[config.mk]
export PLATFORM = sky130hd
export DESIGN_NAME = uart_rx_frame
export DESIGN_NICKNAME = d
export VERILOG_FILES = /design/src/rtl/uart_rx_frame.sv
export SDC_FILE = /design/constraint.sdc
export NUM_CORES = 1
export LEC_CHECK = 0
export ABC_AREA = 1
export CORE_MARGIN = 3
export CORE_UTILIZATION = 48
export CTS_BUF_LIST = sky130_fd_sc_hd__clkbuf_8 sky130_fd_sc_hd__clkbuf_16
export CTS_CLUSTER_SIZE = 20
export DETAILED_ROUTE_END_ITERATION = 8
export MAX_ROUTING_LAYER = met4
export PLACE_DENSITY = 0.68
export RECOVER_POWER = 50
export SLEW_MARGIN = 5
export SYNTH_ARGS = -nofsm -noshare
export SYNTH_HDL_FRONTEND = slang
export SYNTH_SLANG_ARGS = --single-unit
[constraint.sdc]
create_clock -name clk -period 1.8 [get_ports clk]
set_input_delay 0.54 -clock clk [delete_from_list [all_inputs] [get_ports clk]]
set_output_delay 0.54 -clock clk [all_outputs]
set_load 0.005 [all_outputs]
[src/rtl/uart_rx_frame.sv]
// -----------------------------------------------------------------------------
// uart_rx_frame
//
// Asynchronous UART receiver with a configurable frame: 5..9 data bits (LSB
// first), no/odd/even parity and 1 or 2 stop bits. Each bit is decided by a
// 3-sample majority vote. The receiver reports parity, framing and break
// errors alongside each received word.
//
// Parameters
//   CLKS_PER_BIT  clock cycles per bit (8..8191)
//   DATA_BITS     data bits per frame (5..9)
//   PARITY        0 = none, 1 = odd, 2 = even
//   STOP_BITS     stop bits per frame (1 or 2)
//
// Ports
//   clk         system clock
//   rst_n       asynchronous active-low reset
//   input_rx    serial line, idles high, asynchronous to clk
//   out_rx      last received word, held until the next done
//   done        one-cycle strobe when a frame completes
//   parity_err  parity mismatch on the last frame (always 0 when PARITY=0)
//   frame_err   a stop bit was sampled low on the last frame
//   break_det   last frame was entirely low (implies frame_err)
// -----------------------------------------------------------------------------
module uart_rx_frame #(
    parameter int CLKS_PER_BIT = 5208,
    parameter int DATA_BITS    = 8,
    parameter int PARITY       = 0,
    parameter int STOP_BITS    = 1
) (
    input  logic                 clk,
    input  logic                 rst_n,
    input  logic                 input_rx,
    output logic [DATA_BITS-1:0] out_rx,
    output logic                 done,
    output logic                 parity_err,
    output logic                 frame_err,
    output logic                 break_det
);

    localparam int CNT_W  = $clog2(CLKS_PER_BIT);
    localparam int IDX_W  = $clog2(DATA_BITS);
    localparam int HALF_I = (CLKS_PER_BIT - 1) / 2;

    localparam logic [CNT_W-1:0] HALF      = CNT_W'(HALF_I);
    localparam logic [CNT_W-1:0] HALF_M1   = CNT_W'(HALF_I - 1);
    localparam logic [CNT_W-1:0] HALF_M2   = CNT_W'(HALF_I - 2);
    localparam logic [CNT_W-1:0] LAST      = CNT_W'(CLKS_PER_BIT - 1);
    localparam logic [CNT_W-1:0] LAST_M1   = CNT_W'(CLKS_PER_BIT - 2);
    localparam logic [CNT_W-1:0] LAST_M2   = CNT_W'(CLKS_PER_BIT - 3);
    localparam logic [IDX_W-1:0] IDX_LAST  = IDX_W'(DATA_BITS - 1);
    localparam logic             STOP_LAST = (STOP_BITS == 2);

    typedef enum logic [2:0] {
        S_IDLE,
        S_START,
        S_DATA,
        S_PARITY,
        S_STOP
    } state_t;

    state_t                 state;
    state_t                 state_next;

    logic                   sync1;
    logic                   rx_sync;
    logic [CNT_W-1:0]       cnt;
    logic [IDX_W-1:0]       idx;
    logic                   stop_idx;
    logic [DATA_BITS-1:0]   shift;
    logic                   samp_a;
    logic                   samp_b;
    logic                   par_bit;
    logic                   frame_pend;
    logic                   all_low;
    logic                   wait_high;

    logic                   vote;
    logic                   sample_a_hit;
    logic                   sample_b_hit;
    logic                   bit_end;
    logic                   frame_end;
    logic                   par_sum;
    logic                   par_fail;

    // ---- input synchroniser ------------------------------------------------
    always_ff @(posedge clk or negedge rst_n) begin
        if (!rst_n) begin
            sync1   <= 1'b1;
            rx_sync <= 1'b1;
        end else begin
            sync1   <= input_rx;
            rx_sync <= sync1;
        end
    end

    // ---- sample points, vote and parity check -----------------------------
    // The start bit is voted around its middle so that every later bit is
    // voted at the end of a full period, which again lands mid-bit.
    always_comb begin
        vote         = (samp_a & samp_b) | (samp_a & rx_sync) | (samp_b & rx_sync);
        sample_a_hit = 1'b0;
        sample_b_hit = 1'b0;
        bit_end      = 1'b0;
        if (state == S_START) begin
            sample_a_hit = (cnt == HALF_M2);
            sample_b_hit = (cnt == HALF_M1);
            bit_end      = (cnt == HALF);
        end else if (state != S_IDLE) begin
            sample_a_hit = (cnt == LAST_M2);
            sample_b_hit = (cnt == LAST_M1);
            bit_end      = (cnt == LAST);
        end
        frame_end = (state == S_STOP) && bit_end && (stop_idx == STOP_LAST);

        par_sum  = (^shift) ^ par_bit;
        par_fail = 1'b0;
        if (PARITY == 1) begin
            par_fail = ~par_sum;
        end else if (PARITY == 2) begin
            par_fail = par_sum;
        end
    end

    // ---- frame state machine ----------------------------------------------
    always_ff @(posedge clk or negedge rst_n) begin
        if (!rst_n) begin
            state <= S_IDLE;
        end else begin
            state <= state_next;
        end
    end

    always_comb begin
        state_next = state;
        case (state)
            S_IDLE: begin
                if (!rx_sync && !wait_high) begin
                    state_next = S_START;
                end
            end
            S_START: begin
                if (bit_end) begin
                    // A high vote means the falling edge was only a glitch.
                    state_next = vote ? S_IDLE : S_DATA;
                end
            end
            S_DATA: begin
                if (bit_end && (idx == IDX_LAST)) begin
                    state_next = (PARITY != 0) ? S_PARITY : S_STOP;
                end
            end
            S_PARITY: begin
                if (bit_end) begin
                    state_next = S_STOP;
                end
            end
            S_STOP: begin
                // Leaving mid-stop-bit lets the next start edge be caught
                // even with no idle gap between frames.
                if (frame_end) begin
                    state_next = S_IDLE;
                end
            end
            default: state_next = S_IDLE;
        endcase
    end

    // ---- bit timing, shift register and result registers ------------------
    always_ff @(posedge clk or negedge rst_n) begin
        if (!rst_n) begin
            cnt        <= '0;
            idx        <= '0;
            stop_idx   <= 1'b0;
            shift      <= '0;
            samp_a     <= 1'b1;
            samp_b     <= 1'b1;
            par_bit    <= 1'b0;
            frame_pend <= 1'b0;
            all_low    <= 1'b1;
            wait_high  <= 1'b0;
            out_rx     <= '0;
            done       <= 1'b0;
            parity_err <= 1'b0;
            frame_err  <= 1'b0;
            break_det  <= 1'b0;
        end else begin
            done <= 1'b0;

            if (sample_a_hit) begin
                samp_a <= rx_sync;
            end
            if (sample_b_hit) begin
                samp_b <= rx_sync;
            end

            if (state == S_IDLE) begin
                cnt        <= '0;
                idx        <= '0;
                stop_idx   <= 1'b0;
                frame_pend <= 1'b0;
                all_low    <= 1'b1;
                // A held-low line after a break must go high before re-arming.
                if (wait_high && rx_sync) begin
                    wait_high <= 1'b0;
                end
            end else begin
                cnt <= bit_end ? '0 : cnt + 1'b1;
            end

            if (bit_end && (state != S_START)) begin
                all_low <= all_low & ~vote;
            end

            if ((state == S_DATA) && bit_end) begin
                shift[idx] <= vote;
                idx        <= idx + 1'b1;
            end

            if ((state == S_PARITY) && bit_end) begin
                par_bit <= vote;
            end

            if ((state == S_STOP) && bit_end) begin
                stop_idx <= stop_idx + 1'b1;
                if (!vote) begin
                    frame_pend <= 1'b1;
                end
            end

            if (frame_end) begin
                out_rx     <= shift;
                parity_err <= par_fail;
                frame_err  <= frame_pend | ~vote;
                break_det  <= all_low & ~vote;
                done       <= 1'b1;
                if (all_low && !vote) begin
                    wait_high <= 1'b1;
                end
            end
        end
    end

endmodule

After elaboration in Yosys (flattened, before gate mapping)
Index checks and enable logic that the tools add are counted.
{"block": "totals", "in_bits": 3, "ff_bits": 46, "word_cells": 97, "output_inout_bits": 12}
{"block": "op_classes", "reduce_logical": 18, "order_cmp": 2, "bitwise_logic": 9, "eq_ne": 17, "n_addsub": 3, "muxes": 32}
{"operator": "13-bit by 12-bit == test with 1-bit output, second input constant", "count": 3}
{"operator": "13-bit == test, second input constant", "count": 3}
{"operator": "13-bit two-way mux", "count": 2}
{"operator": "3-bit two-way mux", "count": 7}
{"operator": "1-bit two-way mux", "count": 19}
{"operator": "3-bit case mux with 5 select lines", "count": 1}
{"operator": "13-bit by 1-bit adder with 13-bit output, second input constant", "count": 1}
{"operator": "2-bit inequality test, second input constant", "count": 5}
{"operator": "1-bit logical AND", "count": 9}
{"operator": "8-bit bitwise mux", "count": 1}
{"operator": "3-bit by 2-bit == test with 1-bit output, second input constant", "count": 2}
{"operator": "3-bit == test, second input constant", "count": 2}
{"operator": "2-bit nonzero test", "count": 3}
{"operator": "5-bit AND reduction", "count": 1}
{"operator": "1-bit bitwise AND", "count": 4}
{"operator": "3-bit by 4-bit less-than comparator with 1-bit output, second input constant", "count": 1}
{"operator": "3-bit by 1-bit adder with 3-bit output, second input constant", "count": 1}
{"operator": "1-bit demux with 3-bit select", "count": 1}
{"operator": "3-bit by 1-bit == test with 1-bit output, second input constant", "count": 1}
{"operator": "3-bit by 1-bit >= comparator with 1-bit output, second input constant", "count": 1}
{"operator": "1-bit zero test", "count": 3}
{"operator": "3-bit zero test", "count": 1}
{"operator": "3-bit by 1-bit inequality test with 1-bit output, second input constant", "count": 1}
{"operator": "1-bit bitwise OR", "count": 3}
{"operator": "other kinds (4)", "count": 5}

Logic depth before layout (Yosys ltp)
Gate-level depths: netlist of run 1.
{"block": "depth", "word_depth": 7, "mapped_depth": 11, "mapped_depth_nobuf": 11}

Worst setup path after synthesis of run 1
No wires, ideal clock.
{"block": "synth_path", "kind": "reg2reg", "start": "reg cnt[0]", "end": "reg break_det", "stages_incl_launch_ff": 10, "path_slack_ns": 0.193, "n_path_buf": 1, "t_required_ns": 1.683, "synth_period_minus_slack_ns": 1.607, "setup_time_ns": 0.117, "t_arrival_ns": 1.491, "path_cell_list": "dfrtp_1 > ha_1 > nand3_1 > nor2_2 > nand3_4 > nand2_4 > nand3_4 > buf_2 > nand2_1 > nand2_1"}
{"block": "synth_between", "elab_chain_cells": 5, "word_cells_on_any_way": 6, "cone_classes": "eq/ne: 2; mux: 2; reduce/logical: 2"}
{"item": "from (decl)", "line_no": "67", "rtl": "logic [CNT_W-1:0] cnt;"}
{"item": "from (signal assigned)", "line_no": "208", "rtl": "cnt <= bit_end ? '0 : cnt + 1'b1;"}
{"item": "13-bit == test", "line_no": "112", "rtl": "bit_end = (cnt == LAST);"}
{"item": "1-bit two-way mux", "line_no": "109", "rtl": "end else if (state != S_IDLE) begin"}
{"item": "1-bit two-way mux (*)", "line_no": "105", "rtl": "if (state == S_START) begin"}
{"item": "1-bit logical AND (*) (2 in a row)", "line_no": "114", "rtl": "frame_end = (state == S_STOP) && bit_end && (stop_idx == STOP_LAST);"}
{"item": "to (signal assigned)", "line_no": "235", "rtl": "break_det <= all_low & ~vote;"}
{"item": "to (decl)", "line_no": "38", "rtl": "output logic break_det"}
Mark *: on every way between the ends. The rest lies on a longest branch, timed or not.
A chain may end at the register's enable or synchronous reset.

Final worst setup path of run 1
{"block": "layout_path", "start": "reg out_rx[2]", "end": "out out_rx[2]"}
{"item": "from (decl)", "line_no": "34", "rtl": "output logic [DATA_BITS-1:0] out_rx,"}
{"item": "from (signal assigned)", "line_no": "232", "rtl": "out_rx <= shift;"}
No word-level cell between the ends.

==> impl_metrics.py, run 1 <==
metrics = {
    "global_routing": {
        "grtUsageTotal": 0.186,
        "grt_overflow": 0,
        "met3_usage": 0.0541,
        "grt_max_degree": 47,
        "busiest_layer": "met2",
        "grt_use_met2": 0.265,
        "grt_use_met1": 0.256,
        "antenna_found_initial": 0,
        "first_global_vias": 1690,
        "grt_pass1_wl_um": 7690,
    },
    "routing": {
        "firstDrtPassIters": 4,
        "ant_nets": 0,
        "wl_per_cell_um": 12.7,
        "drc": 0,
        "vias": 1825,
        "vias_per_cell": 5.06,
        "drt_wl_total_um": 4580,
        "drt_iter0_markers": 90,
    },
    "sta": {
        "fin_skew_ns": 0.00909,
        "whs_ns": 0.360,
        "worstMarginPinSlew_ns": 1.10,
        "fin_ws_ns": 0.0762,
        "relSlewSlack": 0.264,
        "slew_violations": 0,
        "setup_violations": 0,
        "hold_viol": 0,
        "period_minus_slack_ns": 1.72,
        "clock.fmax_mhz": 580,
        "fin_crit_sh": 0.958,
    },
    "cts": {
        "clockBufferDepth": 2,
        "clk_pin_slew_worst_paths_ns": 0.09,
        "numCtsBuffers": 5,
        "cts-htree-levels": 2,
        "clock_sinks": 46,
        "cts_tree": "built",
        "clock-root-buffer": "clkbuf_8",
        "clock_latency_ns": 0.31,
    },
    "pwr": {
        "power_density_mw_per_mm2": 632,
        "ir_drop_uv": 518,
        "p_leak_uw": 0.00124,
        "total_power_uw": 1710,
    },
    "yosys": {
        "ys_seq_area_frac": 0.498,
        "yosysTopAreaCell": "dfrtp_1",
        "ys_types": 31,
        "yosysTopAreaCellShare": 0.441,
        "yosysMostFrequentCell": "nand2_1",
        "ys_ff_latch": 46,
        "ys.flop_type": "dfrtp_1",
        "ys_async_sr_fraction": 1.00,
        "netlist_area_mm2": 0.00232,
        "netlist_top_cells_area": "dfrtp_1, nand2_1, dfstp_2",
        "avgSynthCellArea_um2": 8.30,
        "synth_top_cells_by_count": "nand2_1, dfrtp_1, nor2_1",
        "synth_warnings": 0,
        "synth_nets": 288,
        "syn_inst": 280,
        "synth_edf_count": 0,
    },
    "setup_path": {
        "setup.worst_path.start_class": "flop",
        "slowest_stage": "clkdlybuf4s50_1",
        "crit_chain": "clkdlybuf4s50_1",
        "required_ns": 1.26,
        "critPathMaxStageDelay_ns": 0.51,
        "path_delay_family": "buffers and inverters",
        "critPathMaxFanout": 2,
        "worstPathArrival_ns": 1.18,
        "crit_path_end_kind": "output port",
        "worst-path-buf-inv": 1,
        "worstSetupPathType": "reg2out",
    },
    "final_layout": {
        "area_delta_synth_final_pct": 16.0,
        "num-nets-final": 316,
        "drive_gt1_frac": 0.201,
        "n_fill_cell": 411,
        "diodes": 0,
    },
    "floorplanning": {
        "core_mm2": 0.00450,
        "die_h_um": 75.6,
        "row_count": 24,
        "fp.dieArea_mm2": 0.00571,
        "die-width_um": 75.6,
        "io_pins": 15,
        "start_util": 0.516,
    },
    "placement": {
        "place_ws_ns": 0.00542,
        "dpl.hpwl_um": 3160,
        "gp_congestion": 0.863,
        "io_buffers": 13,
    },
    "worst_hold_path": {
        "worstHoldPathType": "reg2reg",
    },
    "run": {
        "drv_cap": 0,
    },
    "run_status": {
        "status": "finished clean",
    },
}
==> registers in the layout (all words and copies together), names as in the netlist <==
signal,cells
samp_b,1
wait_high,1
done,1
sync1,1
rx_sync,1
shift,8
cnt,13
frame_err,1
all_low,1
stop_idx,1
out_rx,8
state,3
frame_pend,1
samp_a,1
break_det,1
idx,3
==> through the flow <==
stage / TNS, ns / instances / cell area (um2) / utilization
2_1_floorplan: 0 / 280 / 2320 / -
3_3_place_gp: 0 / 347 / 2540 / 0.565
3_5_place_dp: 0 / 347 / 2540 / 0.565
4_1_cts: 0 / 355 / 2630 / 0.585
5_1_grt: -0.0933 / 361 / 2700 / 0.599
6_report: 0 / 361 / 2700 / 0.599
==> timing repair <==
action | CTS | global route
setup endpoints to repair | 0 | 27
setup buffers | 0 | 5
hold endpoints to repair | 0 | 0
hold buffers | 0 | 0
gates resized for setup | 0 | 10
==> cell families (layout without fill, tap and decap cells) <==
family | Yosys count | count (layout) | share of synthesized area
adder cells (fa/ha/maj) | 5 | 5 | 0.0269
AO/OA/AOI/OAI | 28 | 29 | 0.0667
buffers and inverters | 34 | 62 | 0.0630
AND/OR/NAND/NOR | 164 | 164 | 0.336
other | 1 | 1 | 0.00161
XOR/XNOR | 2 | 2 | 0.00754
flip-flops | 46 | 46 | 0.498
==> layout make-up <==
| class | instances | area, um2 | area share |
|---|---|---|---|
| timing repair buffer | 25 | 213 | 0.0789 |
| sequential | 46 | 1160 | 0.430 |
| clock buffer | 5 | 68.8 | 0.0255 |
| inverter | 29 | 114 | 0.0422 |
| clock inverter | 3 | 21.3 | 0.00789 |
| multi-input combinational | 201 | 1050 | 0.391 |
| tap | 52 | 65.1 | 0.0241 |
==> worst paths after layout <==
kind	start	endpoint	slack, ns	cells after the start
setup / recovery	out_rx[2]	out_rx[2]	0.08	1
hold / removal	sync1	rx_sync	0.36	0
setup reg to reg	cnt[6]	shift[7]	0.12	9
hold reg to reg	sync1	rx_sync	0.36	0
max in group asynchronous	rst_n	state[1]	0.55	2
min in group asynchronous	rst_n	cnt[7]	0.51	2
==> cell usage in the layout, fill, tap and decap left out, drive strengths merged <==
| master | n |
|---|---|
| nor3b | 3 |
| buf | 12 |
| a21oi | 7 |
| ha | 5 |
| nor3 | 4 |
| clkdlybuf4s50 | 11 |
| o22ai | 1 |
| dfstp | 5 |
| clkbuf | 6 |
| xor2 | 2 |
| o21bai | 1 |
| nor2 | 47 |
| nand2 | 77 |
| clkinvlp | 1 |
| inv | 29 |
| dfrtp | 41 |
| nand4 | 5 |
| nand3 | 28 |
| o21ai | 17 |
| o21a | 2 |
| conb | 1 |
| o31ai | 1 |
| dlygate4sd3 | 1 |
| clkinv | 2 |
==> layer usage <==
layer  vias to the layer above  part of all wire
met5                         -                 0
met4                         0             0.014
met3                         5             0.037
met2                        26              0.43
met1                       842              0.52
li1                        952                 -
==> power breakdown <==
part	switching (uW)	internal (uW)
clock network	370	273
logic	20.2	3.01
registers	1.71	1040
total	392	1310
Power figures use the tool's default switching activity.
==> run 2, diff against run 1 <==
CTS_BUF_LIST = default   (was sky130_fd_sc_hd__clkbuf_8 sky130_fd_sc_hd__clkbuf_16)
==> results of run 2 <==
The final DEF is identical to that of run 1; final timing and power are the same.
